### config.mk
export PLATFORM = sky130hd
export DESIGN_NAME = usb_receiver
export DESIGN_NICKNAME = d
export VERILOG_FILES = /design/src/rtl/usb_pkg.sv /design/src/rtl/usb_rx_bit_timer.sv /design/src/rtl/usb_receiver.sv
export SDC_FILE = /design/constraint.sdc
export NUM_CORES = 1
export LEC_CHECK = 0
export ABC_AREA = 1
export BUFFER_PORTS_ARGS = -buffer_cell sky130_fd_sc_hd__buf_2
export CORE_ASPECT_RATIO = 1.25
export CORE_MARGIN = 2
export CORE_UTILIZATION = 60
export DETAILED_ROUTE_END_ITERATION = 12
export PLACE_DENSITY_LB_ADDON = 0.2
export SETUP_SLACK_MARGIN = 0.1
export SYNTH_ARGS = -nofsm -noshare
export SYNTH_HDL_FRONTEND = slang
export SYNTH_SLANG_ARGS = --single-unit
### constraint.sdc
create_clock -name clk -period 14.3 [get_ports clk]
set_input_delay 2.145 -clock clk [delete_from_list [all_inputs] [get_ports clk]]
set_output_delay 2.145 -clock clk [all_outputs]
set_load 0.02 [all_outputs]
### src/rtl/usb_pkg.sv
// Line-state and receiver-state types shared by the USB full-speed transmitter and receiver.
package usb_pkg;

    typedef enum logic [1:0] {J, K, SE0, SE1} line_state_t;
    typedef enum logic [2:0] {IDLE, SYNC, DATA, EOP, DONE, ERROR} rx_state_t;

    localparam logic [7:0] SYNC_BITS   = 8'b1000_0000;
    localparam int         STUFF_LIMIT = 6;

    function automatic line_state_t decode_line(input logic dp, input logic dm);
        case ({dp, dm})
            2'b10:   return J;
            2'b01:   return K;
            2'b00:   return SE0;
            default: return SE1;
        endcase
    endfunction

endpackage

### src/rtl/usb_rx_bit_timer.sv
// Synchronizes D+/D-, resyncs the bit phase on every D+ edge and strobes mid-bit samples.
module usb_rx_bit_timer
    import usb_pkg::*;
#(
    parameter int CLKS_PER_BIT = 8,
    parameter int SAMPLE_POINT = 3
) (
    input  logic        clk,
    input  logic        rst,
    input  logic        d_plus,
    input  logic        d_minus,
    output line_state_t line,
    output logic        sample,
    output logic        jk_edge
);

    localparam int PW = $clog2(CLKS_PER_BIT);

    logic [1:0]    dp_sync;
    logic [1:0]    dm_sync;
    logic          dp_prev;
    logic          dm_prev;
    logic [PW-1:0] phase;
    line_state_t   line_prev;

    // Synchronizers reset to J so leaving reset never fakes a J->K edge.
    always_ff @(posedge clk or posedge rst) begin
        if (rst) begin
            dp_sync <= 2'b11;
            dm_sync <= 2'b00;
            dp_prev <= 1'b1;
            dm_prev <= 1'b0;
            phase   <= '0;
        end else begin
            dp_sync <= {dp_sync[0], d_plus};
            dm_sync <= {dm_sync[0], d_minus};
            dp_prev <= dp_sync[1];
            dm_prev <= dm_sync[1];
            if (dp_sync[1] != dp_prev)
                phase <= '0;
            else if (phase == PW'(CLKS_PER_BIT - 1))
                phase <= '0;
            else
                phase <= phase + PW'(1);
        end
    end

    always_comb begin
        line      = decode_line(dp_sync[1], dm_sync[1]);
        line_prev = decode_line(dp_prev, dm_prev);
        sample    = (phase == PW'(SAMPLE_POINT));
        jk_edge   = (line_prev == J) && (line == K);
    end

endmodule

### src/rtl/usb_receiver.sv
// USB full-speed packet receiver: NRZI decode, bit unstuffing, SYNC/EOP framing, 64-bit payload capture.
//  state | meaning
//  IDLE  | bus idle, waiting for the first J->K edge of SYNC
//  SYNC  | collecting the 8 SYNC bits
//  DATA  | shifting in unstuffed payload bits
//  EOP   | expecting the second SE0, then J
//  DONE  | one cycle, payload published
//  ERROR | packet aborted, waiting for IDLE_BITS consecutive J samples
module usb_receiver
    import usb_pkg::*;
#(
    parameter int CLKS_PER_BIT = 8,
    parameter int SAMPLE_POINT = 3,
    parameter int DATA_BITS    = 64,
    parameter int IDLE_BITS    = 8
) (
    input  logic                 clk,
    input  logic                 rst,
    input  logic                 d_plus,
    input  logic                 d_minus,
    output logic [DATA_BITS-1:0] rcv_data,
    output logic                 rcv_data_valid,
    output logic                 rcv_error,
    output logic                 receiving
);

    line_state_t          line;
    logic                 sample;
    logic                 jk_edge;
    rx_state_t            state;
    line_state_t          nrzi_ref;
    logic [2:0]           ones;
    logic [6:0]           cnt;
    logic                 eop_stage;
    logic [DATA_BITS-1:0] shreg;
    logic [DATA_BITS-1:0] shifted;
    logic                 sym_ok;
    logic                 bit_val;
    logic                 stuff_drop;
    logic                 stuff_err;
    logic                 fail;

    usb_rx_bit_timer #(
        .CLKS_PER_BIT(CLKS_PER_BIT),
        .SAMPLE_POINT(SAMPLE_POINT)
    ) u_timer (
        .clk    (clk),
        .rst    (rst),
        .d_plus (d_plus),
        .d_minus(d_minus),
        .line   (line),
        .sample (sample),
        .jk_edge(jk_edge)
    );

    // The ones run starts counting in SYNC, so its trailing 1 counts toward a stuff.
    always_comb begin
        sym_ok     = (line == J) || (line == K);
        bit_val    = (line == nrzi_ref);
        stuff_drop = sym_ok && (ones == 3'(STUFF_LIMIT)) && !bit_val;
        stuff_err  = sym_ok && (ones == 3'(STUFF_LIMIT)) && bit_val;
        shifted    = {bit_val, shreg[DATA_BITS-1:1]};
        fail       = 1'b0;
        if (sample) begin
            case (state)
                IDLE: fail = (line == SE1);
                SYNC: fail = !sym_ok || stuff_err ||
                             (!stuff_drop && cnt == 7'd7 &&
                              shifted[DATA_BITS-1 -: 8] != SYNC_BITS);
                DATA: fail = (line == SE1) || stuff_err ||
                             (line == SE0 && cnt != 7'(DATA_BITS)) ||
                             (sym_ok && !stuff_drop && cnt == 7'(DATA_BITS));
                EOP:  fail = eop_stage ? (line != J) : (line != SE0);
                default: fail = 1'b0;
            endcase
        end
    end

    always_ff @(posedge clk or posedge rst) begin
        if (rst) begin
            state          <= IDLE;
            rcv_data       <= '0;
            rcv_data_valid <= 1'b0;
            rcv_error      <= 1'b0;
            receiving      <= 1'b0;
            nrzi_ref       <= J;
            ones           <= '0;
            cnt            <= '0;
            eop_stage      <= 1'b0;
            shreg          <= '0;
        end else begin
            rcv_data_valid <= 1'b0;
            rcv_error      <= 1'b0;
            if (fail) begin
                state     <= ERROR;
                rcv_error <= 1'b1;
                receiving <= 1'b0;
                cnt       <= '0;
            end else begin
                case (state)
                    IDLE: begin
                        nrzi_ref  <= J;
                        ones      <= '0;
                        cnt       <= '0;
                        eop_stage <= 1'b0;
                        if (jk_edge) begin
                            state     <= SYNC;
                            receiving <= 1'b1;
                        end
                    end
                    SYNC, DATA: begin
                        if (sample) begin
                            if (sym_ok)
                                nrzi_ref <= line;
                            if (line == SE0) begin
                                state <= EOP;
                            end else if (stuff_drop) begin
                                ones <= '0;
                            end else begin
                                ones  <= bit_val ? ones + 3'd1 : 3'd0;
                                shreg <= shifted;
                                if (state == SYNC && cnt == 7'd7) begin
                                    state <= DATA;
                                    cnt   <= '0;
                                end else begin
                                    cnt <= cnt + 7'd1;
                                end
                            end
                        end
                    end
                    EOP: begin
                        if (sample) begin
                            if (eop_stage) begin
                                state          <= DONE;
                                rcv_data       <= shreg;
                                rcv_data_valid <= 1'b1;
                            end else begin
                                eop_stage <= 1'b1;
                            end
                        end
                    end
                    DONE: begin
                        state     <= IDLE;
                        receiving <= 1'b0;
                    end
                    ERROR: begin
                        if (sample) begin
                            if (line != J)
                                cnt <= '0;
                            else if (cnt == 7'(IDLE_BITS - 1)) begin
                                state <= IDLE;
                                cnt   <= '0;
                            end else
                                cnt <= cnt + 7'd1;
                        end
                    end
                    default: state <= IDLE;
                endcase
            end
        end
    end

endmodule

Word-level counts from Yosys, hierarchy flattened
Cells that the tools add are included.
{"block": "word_totals", "out_inout_bits": 67, "in_bits": 4, "ff_bits": 156, "word_cells": 142}
{"block": "op_classes", "n_reduce_logical": 38, "mux": 46, "addsub": 3, "eq_ne": 37, "bitwise": 3}
{"op": "7-bit 2-to-1 mux", "n": 8}
{"op": "3-bit 2-to-1 mux", "n": 17}
{"op": "3-bit != test (second input constant)", "n": 9}
{"op": "7-bit case mux with 3 select lines", "n": 1}
{"op": "3-bit equality test (second input constant)", "n": 4}
{"op": "2-bit case mux with 3 select lines", "n": 2}
{"op": "3-bit case mux with 4 select lines", "n": 1}
{"op": "4-bit AND reduction", "n": 3}
{"op": "1-bit logical AND", "n": 10}
{"op": "1-bit 2-to-1 mux", "n": 10}
{"op": "2-bit != test (second input constant)", "n": 5}
{"op": "5-bit AND reduction", "n": 2}
{"op": "3-bit by 2-bit equality test with 1-bit output (second input constant)", "n": 3}
{"op": "9-bit AND reduction", "n": 1}
{"op": "2-bit equality test (second input constant)", "n": 4}
{"op": "2-bit logical NOT", "n": 4}
{"op": "4-bit != test (second input constant)", "n": 2}
{"op": "8-bit != test (second input constant)", "n": 1}
{"op": "7-bit by 1-bit adder with 7-bit output (second input constant)", "n": 1}
{"op": "7-bit by 3-bit equality test with 1-bit output (second input constant)", "n": 1}
{"op": "7-bit equality test (second input constant)", "n": 1}
{"op": "7-bit != test (second input constant)", "n": 1}
{"op": "3-bit by 1-bit adder with 3-bit output (second input constant)", "n": 2}
{"op": "2-bit by 1-bit equality test with 1-bit output (second input constant)", "n": 3}
{"op": "other kinds (18)", "n": 31}

Longest topological paths before layout
Gate-level depths: netlist (run 1).
{"block": "logic_depth", "depth_word": 14, "mapped_depth": 18, "ltp_nobuf": 16}

Cells and area by module
A second synthesis (run 1) with hierarchy kept.
{"block": "unflattened", "cells_unflattened": 783, "area_unflattened_um2": 6622.6}
{"module": "usb_receiver", "area_per_inst_um2": 6254.7, "instances": 1, "cells_each": 753, "seq_area_each_um2": 3678.5}
{"module": "usb_rx_bit_timer", "area_per_inst_um2": 367.9, "instances": 1, "cells_each": 30, "seq_area_each_um2": 229.0}

Worst setup path after synthesis (run 1)
Ideal clock, no wire load.
{"block": "synth_timing", "path_type": "reg2out", "start": "reg receiving", "end": "out receiving", "t_arrival_ns": 0.426, "path_stages_with_launch": 1, "n_path_buf": 0, "slack_ns": 11.729, "required_time_ns": 12.155, "path_cell_list": "dfrtp_1"}
{"item": "start, declared", "line": "usb_receiver.sv:24", "source": "output logic receiving"}
{"item": "start signal, assigned", "line": "usb_receiver.sv:85", "source": "receiving <= 1'b0;"}
{"item": "start signal, assigned", "line": "usb_receiver.sv:97", "source": "receiving <= 1'b0;"}
{"item": "start signal, assigned", "line": "usb_receiver.sv:108", "source": "receiving <= 1'b1;"}
No word-level cell between the ends.

Worst setup path after layout (run 1)
{"block": "layout_timing", "start": "reg u_timer.dp_sync[1]", "end": "reg rcv_data[63]"}
{"block": "layout_between", "elab_chain_cells": 14}
{"item": "start, declared", "line": "usb_rx_bit_timer.sv:19", "source": "logic [1:0] dp_sync;"}
{"item": "start signal, assigned", "line": "usb_rx_bit_timer.sv:35", "source": "dp_sync <= {dp_sync[0], d_plus};"}
{"item": "2-bit by 1-bit equality test with 1-bit output (tied with other cells)", "line": "usb_pkg.sv:11", "source": "case ({dp, dm})"}
{"item": "2-bit case mux with 3 select lines (*)", "line": "usb_pkg.sv:11"}
{"item": "2-bit by 1-bit equality test with 1-bit output or 2-bit logical NOT (tied branches)", "line": "usb_receiver.sv:58", "source": "sym_ok = (line == J) || (line == K);"}
{"item": "1-bit logical OR", "line": "usb_receiver.sv:58"}
{"item": "1-bit logical AND", "line": "usb_receiver.sv:60, usb_receiver.sv:61"}
{"item": "1-bit logical AND", "line": "usb_receiver.sv:60", "source": "stuff_drop = sym_ok && (ones == 3'(STUFF_LIMIT)) && !bit_val;"}
{"item": "1-bit logical NOT", "line": "usb_receiver.sv:68, usb_receiver.sv:72"}
{"item": "1-bit logical AND (on tied branches) (2 in series)", "line": "usb_receiver.sv:72, usb_receiver.sv:68"}
{"item": "1-bit logical OR (on tied branches)", "line": "usb_receiver.sv:71, usb_receiver.sv:67"}
{"item": "1-bit case mux with 4 select lines (*)", "line": "usb_receiver.sv:65", "source": "case (state)"}
{"item": "1-bit 2-to-1 mux (*)", "line": "usb_receiver.sv:64", "source": "if (sample) begin"}
{"item": "1-bit inverter (no source line) (*)"}
{"item": "4-bit AND reduction (no source line) (*)"}
{"item": "end signal, assigned", "line": "usb_receiver.sv:135", "source": "rcv_data <= shreg;"}
{"item": "end, declared", "line": "usb_receiver.sv:21", "source": "output logic [DATA_BITS-1:0] rcv_data,"}
Every way passes the cells marked *; elsewhere a longest branch is shown, timed or not.
A chain may end at the register's enable or synchronous reset.

==> flow_summary.toml, run 1 <==
[global_routing]
grt_first_pass_wirelength_um = 22800
grt_max_degree = 83
overflow = 0
antenna_found_initial = 0
grt_pass1_vias = 4940
grt_use_total_pct = 23.7

[floorplan]
start_util_pct = 62.1
dieArea_um2 = 11900
pin_count = 71
coreArea_um2 = 10700
rows = 42
die_h_um = 121
die_w_um = 98.0

[timing]
rsz0062_at_grt = "false"
setup_viol = 0
hold_ws_ns = 0.358
fmax_mhz = 196
worstMarginPinSlew_ns = 1.19
finClkSkew_ns = 0.0120
setup_ws_ns = 9.19
hold_viol_final = 0
slew-limit-headroom_pct = 20.7
drv_slew = 0
finalSetupTns_ns = 0
fin_crit_sh_pct = 35.7
period_minus_slack_ns = 5.11

[final_layout]
drive_gt1_share_pct = 13.7
layoutNonFillerInstCount = 986
fin_nets = 857
n_antenna_cell = 0
area_delta_synth_final_pct = 14.3

[yosys]
ys_seq_area_share_pct = 59.0
synth-edff-count = 0
ys_ff_latch = 156
synth_top_area_share_pct = 57.8
yosys.area.top_type = "dfrtp_1"
synth-warning-count = 0
yosys-top-cells-area = "dfrtp_1, nand2_1, nand3_1"
postSynthAreaPerCell_um2 = 8.45
yosysUniqueCellTypes = 24
synthArstFlopShare_pct = 100
synth_area_um2 = 6620
synth-main-ff-cell = "dfrtp_1"
yosysMostFrequentCell = "nand2_1"
synthCells = 784
synthTopCellsByCount = "nand2_1, dfrtp_1, nand3_1"
mappedNetlistNets = 800

[clock_network]
numCtsBuffers = 17
cts_tree = "built"
clkLatencyLatePin_ns = 0.42
clkTransAtPathRegs_ns = 0.06
cts-root-buf = "clkbuf_16"
post_cts_buffers = 0
clockBufferDepth = 2
cts_resized = 0
cts.sink_count = 156
h-tree-depth = 4
holdBufCountCts = 0

[place]
dpl.cell_count = 954
dp_hpwl_um = 8310
post-place-ws_ns = 9.27
gp_congestion = 0.895
port_buffers = 70

[power_and_ir_drop]
p_leak_nw = 4.48
peakVddDrop_v = 0.000160
finalPower_mw = 1.09
p_per_area_nw_per_um2 = 144

[worst_setup_path]
critical_path.max_fanout = 66
cp.required_ns = 14.65
cp_num_buf_inv = 5
regToRegEndpoint = "rcv_data[63]"
rrSetupSlack_ns = 9.19
crit_path_end_kind = "register"
critical_path_class = "reg2reg"
arrival_ns = 5.46
critical_path.cell_chain = "inv_1 > ha_1 > inv_1 > nand2_1 > nand2_1 > nand3_1 > nand2_1 > inv_1 > nor2_1 > nand2_1 > nand3_1 > inv_2 > nand2_2 > inv_2 > nand2_1 > nand2_1"
path_common_cell = "nand2_1"
startpoint_type = "register"
slowest_stage = "inv_2"
r2r_start = "u_timer.dp_sync[1]"
crit_family = "buffers and inverters"
r2r_cells = 16
max_stage_delay_ns = 1.15

[detailed_routing]
antenna_left = 0
dr.pass1.iters = 6
vias = 5173
vias_per_cell = 5.25
drc = 0
avgRoutedWirePerCell_um = 13.5
drt_iter0_drc = 331
drt_wl_total_um = 13300

[min_path]
hold_end = "u_timer.dp_sync[1]"
hold_path_class = "reg2reg"
hold_depth = 0
min_from = "u_timer.dp_sync[0]"

[run]
max_cap_viol_count = 0

[outcome]
status = "finished clean"
## state kept, by name, summed over array words and instances, names as in the netlist, 2 cells and up
register,cells
u_timer.phase,3
u_timer.dp_sync,2
state,3
shreg,64
ones,3
rcv_data,64
u_timer.dm_sync,2
cnt,7
nrzi_ref,2
## layer usage
layer	GRT usage, %	routed length, µm	part of all wire [%]	up-vias
met5	0	0	0	-
met4	7.81	179	1.3	0
met3	5.76	651	4.9	18
met1	32.1	6010	45	2439
li1	-	-	-	2550
met2	37.9	6460	49	166
## placed cells by master (no fill, tap or decap), drive strengths merged
cell type,Yosys,layout
nand3b,1,1
nand4,5,5
bufinv,0,1
clkinvlp,0,4
xnor2,2,2
o21ai,19,19
dfstp,3,3
a21oi,8,8
dfrtp,153,153
xor2,4,4
ha,12,12
clkbuf,19,21
nor2,33,33
clkinv,0,4
nor4,1,1
o22ai,2,2
nand3,74,74
o21a,1,1
buf,15,72
inv,43,45
nor3,2,2
nand2,387,387
## through the flow
| stage | utilization [%] | area (µm²) |
|---|---|---|
| 2_1_floorplan | - | 6620 |
| 3_3_place_gp | 65.5 | 6990 |
| 3_5_place_dp | 65.5 | 6990 |
| 4_1_cts | 70.9 | 7570 |
| 5_1_grt | 70.9 | 7570 |
| 6_report | 70.9 | 7570 |
## area by class of cell
| type | instances | area [µm²] |
|---|---|---|
| flip-flops and latches | 156 | 3910 |
| fillers | 847 | 3100 |
| multi-input cells | 551 | 2380 |
| clock buffers | 21 | 470 |
| repair buffers | 72 | 365 |
| inverters | 43 | 166 |
| well taps | 132 | 165 |
| clock inverters | 11 | 109 |
## how the worst max path moves through the flow
stage / start / endpoint / slack [ns] / cells past startpoint
CTS: u_timer.dp_sync[1] / rcv_data[57] / 9.22 / 16
global placement: u_timer.dp_sync[1] / rcv_data[14] / 9.48 / 16
floorplan: rst / cnt[0] / 7.95 / 1
detailed placement: u_timer.dp_sync[1] / rcv_data[54] / 9.27 / 16
finish: u_timer.dp_sync[1] / rcv_data[63] / 9.19 / 16
global route: u_timer.dp_sync[1] / rcv_data[63] / 8.66 / 16
## logic make-up after synthesis
kind of cell	Yosys count	share of synthesized area [%]
xor+xnor	6	0.794
buf+inv	77	5.05
simple gates	503	30.5
flops	156	59.0
fa+ha+maj	12	2.27
compound gates	30	2.34
## power breakdown
group,switching [mW],internal (mW)
Sequential,0.0150,0.458
Clock,0.180,0.255
Combinational,0.140,0.0454
Total,0.335,0.758
Power figures use the tool's default switching activity.
==> inputs of run 2 (changes only) <==
CORE_UTILIZATION = 53   (was 60)
clock period = 4.2 ns   (was 14.3 ns; I/O delays follow)
==> run 2 against run 1 <==
  * Global-route usage fell by 2.5 points
  * Sequential power rose to 3.4 times the previous value
  * Critical path depth did not move
  * Highest routed layer unchanged
  * Clock power rose to 3.3 times the previous value
  * Die area rose by 13%
==> flow_summary.toml, run 2 (synthesized netlist as in run 1, its figures left out) <==
[run]
max_cap_viol_count = 0

[worst_setup_path]
critical_path_class = "reg2reg"
critical_path.max_fanout = 49
arrival_ns = 3.35
max_stage_delay_ns = 0.57
crit_family = "simple AND/OR/NAND/NOR gates"
cp.required_ns = 4.50
cp_num_cells = 16
crit_path_end_kind = "register"
cp_num_buf_inv = 5
critical_path.cell_chain = "inv_1 > ha_1 > inv_1 > nand2_1 > nand2_1 > nand3_1 > nand2_1 > inv_1 > nor2_1 > nand2_1 > nand3_1 > inv_2 > nand2_2 > buf_4 > nand2_1 > nand2_1"
r2r_cells = 16
startpoint_type = "register"
path_common_cell = "nand2_1"
slowest_stage = "dfstp_2"

[final_layout]
final_cell_mix = "nand2_1, dfrtp_1, nand3_1"
top_regs = "rcv_data: 64 flops, shreg: 64 flops, cnt: 7 flops"
n_antenna_cell = 0
drive_gt1_share_pct = 13.9
final_common_cell = "nand2_1"
final_core_util_pct = 62.8
fin_nets = 862
area_delta_synth_final_pct = 15.4

[global_routing]
grt_use_total_pct = 21.2
grt_pass1_vias = 5012
antenna_found_initial = 0
grt_first_pass_wirelength_um = 23200
grt_max_degree = 117
overflow = 0

[clock_network]
cts.sink_count = 156
post_cts_buffers = 0
clkLatencyLatePin_ns = 0.41
cts_tree = "built"
cts_resized = 0
h-tree-depth = 4
cts-root-buf = "clkbuf_16"
clkTransAtPathRegs_ns = 0.06
clockBufferDepth = 2
holdBufCountCts = 0
numCtsBuffers = 17

[timing]
fin_crit_sh_pct = 72.7
slew-limit-headroom_pct = 40.6
finClkSkew_ns = 0.0112
hold_viol_final = 0
rsz0062_at_grt = "false"
worstMarginPinSlew_ns = 0.889
period_minus_slack_ns = 3.05
finalSetupTns_ns = 0
drv_slew = 0
setup_viol = 0
setup_ws_ns = 1.15
fmax_mhz = 328

[detailed_routing]
drc = 0
avgRoutedWirePerCell_um = 13.0
vias_per_cell = 5.11
drt_iter0_drc = 359
antenna_left = 0
dr.pass1.iters = 5
drt_wl_total_um = 13300
vias = 5230

[floorplan]
coreArea_um2 = 12200
pin_count = 71
die_w_um = 104
dieArea_um2 = 13400
die_h_um = 129
start_util_pct = 54.4
rows = 45

[power_and_ir_drop]
finalPower_mw = 3.71
seqPwrFrac_pct = 43.5
p_per_area_nw_per_um2 = 485
power_frac_comb_pct = 17.4
p_sw_mw = 1.12
p_leak_nw = 4.50
p_clk_share_pct = 39.1
peakVddDrop_v = 0.000380
switching_share_pct = 30.1
p_int_mw = 2.59

[min_path]
hold_depth = 1
hold_path_class = "in2reg"

[place]
gp_congestion = 0.855
post-place-ws_ns = 1.17
dp_hpwl_um = 8420
port_buffers = 70

[outcome]
status = "finished clean"
## run 2: cell count changes in the layout (fill, tap and decap cells not counted), sizes merged
cell,previous run,this run
buf,72,77
inv,45,43
clkbuf,21,24
clkinv,4,3
## run 2: routing by layer
layer,global-route usage [%],up-vias,share of wire [%]
met5,0,-,0
met4,7.71,0,1.5
met3,4.56,16,3.9
met2,35.0,123,49
met1,27.9,2526,46
li1,-,2565,-
## run 2: cell type report
cell class	count	area (µm²)
fill	1070	4520
sequential	156	3910
multi-input combinational	551	2380
clock buffer	24	482
timing repair buffer	77	415
tap	164	205
inverter	43	165
clock inverter	8	83.8
## run 2: metrics by stage
stage / hold slack (ns) / cell area [µm²] / instances
after floorplan: 0.331 / 6630 / 784
after global placement: 0.334 / 7080 / 991
after detailed placement: 0.336 / 7080 / 991
after CTS: 0.305 / 7640 / 1023
after global routing: 0.303 / 7640 / 1023
final: 0.318 / 7640 / 1023
## run 2: final timing paths
check                           slack, ns                 end                from
worst max-delay path                 1.15           shreg[50]  u_timer.dp_sync[1]
worst min-delay path                 0.32  u_timer.dm_sync[0]             d_minus
worst max register to register       1.15           shreg[50]  u_timer.dp_sync[1]
worst min register to register       0.35  u_timer.dp_sync[1]  u_timer.dp_sync[0]
max in group asynchronous            2.74           eop_stage                 rst
min in group asynchronous            0.40         rcv_data[7]                 rst
## run 2: worst register-to-register path, delay by kind of cell, from the launching register on
kind          cells  cell delay, ns
buf+inv           5            0.98
flops             1            0.57
simple gates     10            1.06
fa+ha+maj         1            0.34
## run 2: power by group through the flow
stage	clock network [mW]	registers [mW]	logic, mW
after floorplan	0	1.63	0.501
after global placement	0	1.63	0.624
after detailed placement	0	1.64	0.642
after CTS	1.47	1.61	0.646
after global routing	1.54	1.62	0.752
final	1.45	1.61	0.645
